$ cat config.mk
export PLATFORM = sky130hd
export DESIGN_NAME = demap_serializer
export DESIGN_NICKNAME = d
export VERILOG_FILES = /design/src/rtl/demap_serializer.sv
export SDC_FILE = /design/constraint.sdc
export NUM_CORES = 1
export LEC_CHECK = 0
export CAP_MARGIN = 20
export CORE_MARGIN = 1
export CORE_UTILIZATION = 39
export DETAILED_ROUTE_END_ITERATION = 16
export PLACE_DENSITY = 0.75
export SLEW_MARGIN = 25
export SYNTH_ARGS = -nofsm -noshare
export SYNTH_HDL_FRONTEND = slang
export SYNTH_SLANG_ARGS = --single-unit
export TNS_END_PERCENT = 100
$ cat constraint.sdc
create_clock -name clk -period 1.45 [get_ports clk]
set_input_delay 0.3625 -clock clk [delete_from_list [all_inputs] [get_ports clk]]
set_output_delay 0.3625 -clock clk [all_outputs]
set_load 0.005 [all_outputs]
$ cat src/rtl/demap_serializer.sv
// demap_serializer: Gray-coded BPSK/QPSK/16-QAM hard slicer and bit serializer; DEMAP_FRAME_EN adds the frame bit counter and frame_done
module demap_serializer #(
    parameter int DEMAPPER = 16,
    parameter int IQ_WIDTH = 8,
    parameter logic [IQ_WIDTH-2:0] THRESH = 40,
    parameter int FRAME_BITS = 16384
) (
    input  logic                       clk,
    input  logic                       reset,
    input  logic                       clear,
    input  logic                       valid_in,
    input  logic signed [IQ_WIDTH-1:0] i_in,
    input  logic signed [IQ_WIDTH-1:0] q_in,
    output logic                       ready_out,
    output logic                       data_out,
    output logic                       we_out,
    output logic                       frame_done
);
    localparam int K = DEMAPPER == 2 ? 1 : DEMAPPER == 4 ? 2 : 4;
    localparam logic [1:0] LAST = 2'(K - 1);
    typedef enum logic {IDLE, SHIFT} state_t;
    state_t state, next_state;
    logic [1:0] idx;
    logic [3:0] sr, bits;
    logic accept, emit;
    function automatic logic [IQ_WIDTH-2:0] mag(input logic signed [IQ_WIDTH-1:0] x);
        logic [IQ_WIDTH-1:0] n;
        n = -x;
        return !x[IQ_WIDTH-1] ? x[IQ_WIDTH-2:0] : n[IQ_WIDTH-1] ? '1 : n[IQ_WIDTH-2:0];
    endfunction
    assign bits = K == 1 ? {3'b0, ~i_in[IQ_WIDTH-1]} :
                  K == 2 ? {2'b0, ~q_in[IQ_WIDTH-1], ~i_in[IQ_WIDTH-1]} :
                  {mag(q_in) < THRESH, ~q_in[IQ_WIDTH-1], mag(i_in) < THRESH, ~i_in[IQ_WIDTH-1]};
    assign accept = valid_in && ready_out && !clear;
    assign emit = state == SHIFT && !clear;
    always_comb begin
        next_state = state;
        ready_out = state == IDLE || idx == LAST;
        if (clear) next_state = IDLE;
        else if (accept) next_state = SHIFT;
        else if (state == SHIFT && idx == LAST) next_state = IDLE;
    end
    always_ff @(posedge clk or posedge reset) begin
        if (reset) begin
            state <= IDLE;
            idx <= '0;
            sr <= '0;
            data_out <= 1'b0;
            we_out <= 1'b0;
        end else begin
            state <= next_state;
            we_out <= emit;
            if (emit) data_out <= sr[0];
            if (clear) begin
                idx <= '0;
                sr <= '0;
            end else if (accept) begin
                idx <= '0;
                sr <= bits;
            end else if (state == SHIFT) begin
                idx <= idx + 2'd1;
                sr <= {1'b0, sr[3:1]};
            end
        end
    end
`ifdef DEMAP_FRAME_EN
    localparam int CW = $clog2(FRAME_BITS);
    localparam logic [CW-1:0] LASTC = CW'(FRAME_BITS - 1);
    logic [CW-1:0] cnt;
    always_ff @(posedge clk or posedge reset) begin
        if (reset) begin
            cnt <= '0;
            frame_done <= 1'b0;
        end else if (clear) begin
            cnt <= '0;
            frame_done <= 1'b0;
        end else begin
            frame_done <= emit && cnt == LASTC;
            if (emit) cnt <= cnt == LASTC ? '0 : cnt + 1'b1;
        end
    end
`else
    assign frame_done = 1'b0;
`endif
endmodule

==> flow_summary.yaml, run 1 <==
clock_network:
  cts_buffers: 3
  clk_pin_slew_ps: 60
  insertion_delay_ps: 260
  tritoncts: "done"
  clockBufferDepth: 2
  clock-root-buffer: "clkbuf_4"
  htree_levels: 1
  post_cts_buffers: 0
  numClockSinks: 9
yosys:
  postSynthCellCount: 53
  yosys.cell_count.top_type: "dfrtp_1"
  async_reset_ff_frac: 1.00
  synth_top_area_share: 0.423
  synthesis.nets: 74
  ys_top_cells_by_area: "dfrtp_1, a21oi_1, nor3_1"
  synth_seq_area_share: 0.423
  ys_ff_latch: 9
  netlist_area_um2: 533
  synth_top_area_cell: "dfrtp_1"
  synth_cell_types: 28
  yosys_warnings: 0
  synthFlopType: "dfrtp_1"
  synthTopCellsByCount: "dfrtp_1, a21oi_1, nor3_1"
  synth-edff-count: 0
  postSynthAreaPerCell_um2: 10.1
die:
  rows: 12
  die_y_um: 39.0
  start_util: 0.449
  io-pin-count: 24
  core_area_um2: 1190
  die_x_um: 39.0
  die-area_um2: 1520
hold_path:
  min-delay-path-class: "input port to async pin"
power:
  max-vdd-ir-drop_mv: 0.733
  switching_share: 0.260
  power.density_nw_per_um2: 783
  comb_power_share: 0.268
  power_frac_seq: 0.428
  total_power_uw: 654
  p_int_uw: 484
  p_clk_frac: 0.304
  leakagePower_nw: 0.367
  switchingPower_uw: 170
setup_path:
  worstSetupPathType: "flop to output pin"
  crit_required_ps: 1090
  path_max_fanout: 2
  critPathLaunchType: "flop"
  slowest_delay_ps: 390
  critPathSlowestCell: "dfrtp_1"
  cp_top_family: "flip-flops"
  path_cells: "ha_2 -> nand2b_4 -> buf_6"
  worst_setup_path_end_kind: "output pin"
  arrival_ps: 1090
  path_buf_inv: 1
timing:
  fin_hold_ws_ps: 355
  fin_crit_ps: 1450
  hold_viol_final: 0
  setup_ws_ps: -2.36
  rsz0062_at_grt: "yes"
  min_period_over_period: 1.00
  max_freq_mhz: 689
  setup_viol: 1
  maxSlewViolCount: 0
  skew_ps: 3.51
final_layout:
  area_delta_synth_final_pct: 56.6
  final_area_um2: 835
  drive_above_1_share: 0.217
  fin_nets: 105
  fill_cells: 94
  antennaDiodeCount: 0
grt:
  grt_max_degree: 12
  grt_use_total: 0.227
  use_met2: 0.421
  grt_pass1_wl_um: 2250
  grt-busiest-layer: "met2"
  antenna_found_initial: 0
  overflow: 0
  grt_pass1_vias: 556
  use_met3: 0.121
  use_met1: 0.225
placement:
  io_buffers: 22
  finalWeightedCongestion: 0.775
  hpwl_um: 968
  placed_cell_area_um2: 802
routing:
  drt-initial-drc-count: 8
  routed_wl_um: 1300
  wl_per_cell_um: 13.4
  first_pass_iters: 4
  antenna_left: 0
  routed_via_density: 5.31
  route.detailed.drc: 0
  vias: 515
job:
  cap_violations: 0
status:
  run_status: "finished, violations left"
  violations: "setup timing"
[what timing repair did]
item / in CTS / in global routing
pin swaps: 1 / 1
endpoints found under the setup margin: 4 / 1
hold buffers: 0 / 0
gates resized for setup: 9 / 0
[registers in the layout (all words and copies together) (netlist names)]
| register | cells |
|---|---|
| idx | 2 |
| sr | 4 |
| state | 1 |
| we_out | 1 |
| data_out | 1 |
[cells in the final DEF, fill, tap and decap left out, drive strengths merged]
cell type	Yosys	routed
buf	3	9
a31o	1	1
or2	1	1
dfrtp	9	9
nor2b	4	4
conb	1	1
dlygate4sd2	0	2
mux2	1	1
inv	3	3
mux2i	1	1
ha	1	1
o21a	2	2
clkdlybuf4s50	0	19
a221oi	2	2
o31a	1	1
o32ai	1	1
nand2b	1	1
xnor2	1	1
nand2	2	2
nor4	2	2
clkbuf	1	4
and2	1	1
a211oi	3	3
nor3	5	5
a21oi	5	5
nor4b	1	1
[metal layers]
metal | up-vias | wire, um
met3 | 4 | 107
met5 | - | 0
met2 | 26 | 683
met1 | 231 | 492
met4 | 0 | 15
li1 | 254 | -
[stage by stage]
| step | util | setup slack, ps | cells | TNS (ps) |
|---|---|---|---|---|
| after floorplan | - | 179 | 53 | 0 |
| after global placement | 0.676 | -136 | 93 | -447 |
| after detailed placement | 0.676 | -133 | 93 | -542 |
| after CTS | 0.704 | -20.8 | 97 | -20.8 |
| after global routing | 0.704 | -53.6 | 97 | -53.6 |
| final | 0.704 | -2.36 | 97 | -2.36 |
[worst paths after layout]
check | start | end | slack [ps] | cells past startpoint
worst max-delay path | idx[0] | ready_out | -2 | 3
worst min-delay path | reset | we_out | 350 | 2
worst max register to register | idx[0] | sr[2] | 40 | 5
worst min register to register | data_out | data_out | 480 | 1
max in group asynchronous | reset | sr[3] | 840 | 2
min in group clk | data_out | data_out | 480 | 1
[logic make-up (layout without fill, tap and decap cells)]
kind of cell / Yosys count / count (layout) / synth area share
compound gates: 15 / 15 / 0.209
xor+xnor: 1 / 1 / 0.0164
fa+ha+maj: 1 / 1 / 0.0235
buf+inv: 7 / 37 / 0.0751
flops: 9 / 9 / 0.423
mux: 2 / 2 / 0.0399
other cells: 1 / 1 / 0.00704
simple gates: 17 / 17 / 0.207
[power by group through the flow]
stage               Sequential (mW)  Combinational [mW]  Clock, mW
floorplan                     0.284              0.0781          0
detailed placement            0.284               0.175          0
CTS                           0.280               0.176      0.200
global route                  0.283               0.191      0.219
global placement              0.284               0.172          0
finish                        0.280               0.175      0.199
[worst register-to-register path, delay by kind of cell, from the launching register on]
family / cells / cell delay, ps
flops: 1 / 390
simple gates: 1 / 140
compound gates: 2 / 410
buf+inv: 1 / 150
fa+ha+maj: 1 / 200
[final cells by class]
| cell class | instances | area, um2 | area share |
|---|---|---|---|
| multi-input combinational | 37 | 275 | 0.330 |
| timing repair buffer | 30 | 279 | 0.334 |
| tap | 14 | 17.5 | 0.0210 |
| sequential | 9 | 225 | 0.270 |
| inverter | 3 | 11.3 | 0.0135 |
| clock buffer | 4 | 26.3 | 0.0315 |
(Power assumes the default switching activity.)
==> run 2, diff against run 1 <==
--- a/config.mk
+++ b/config.mk
@@ -9,6 +9,7 @@
 export CORE_MARGIN = 1
 export CORE_UTILIZATION = 39
 export DETAILED_ROUTE_END_ITERATION = 16
+export HOLD_SLACK_MARGIN = 0.08
 export PLACE_DENSITY = 0.75
 export SLEW_MARGIN = 25
 export SYNTH_ARGS = -nofsm -noshare
==> results of run 2 <==
Same layout as run 1: the final DEF is identical, and so are final timing and power.
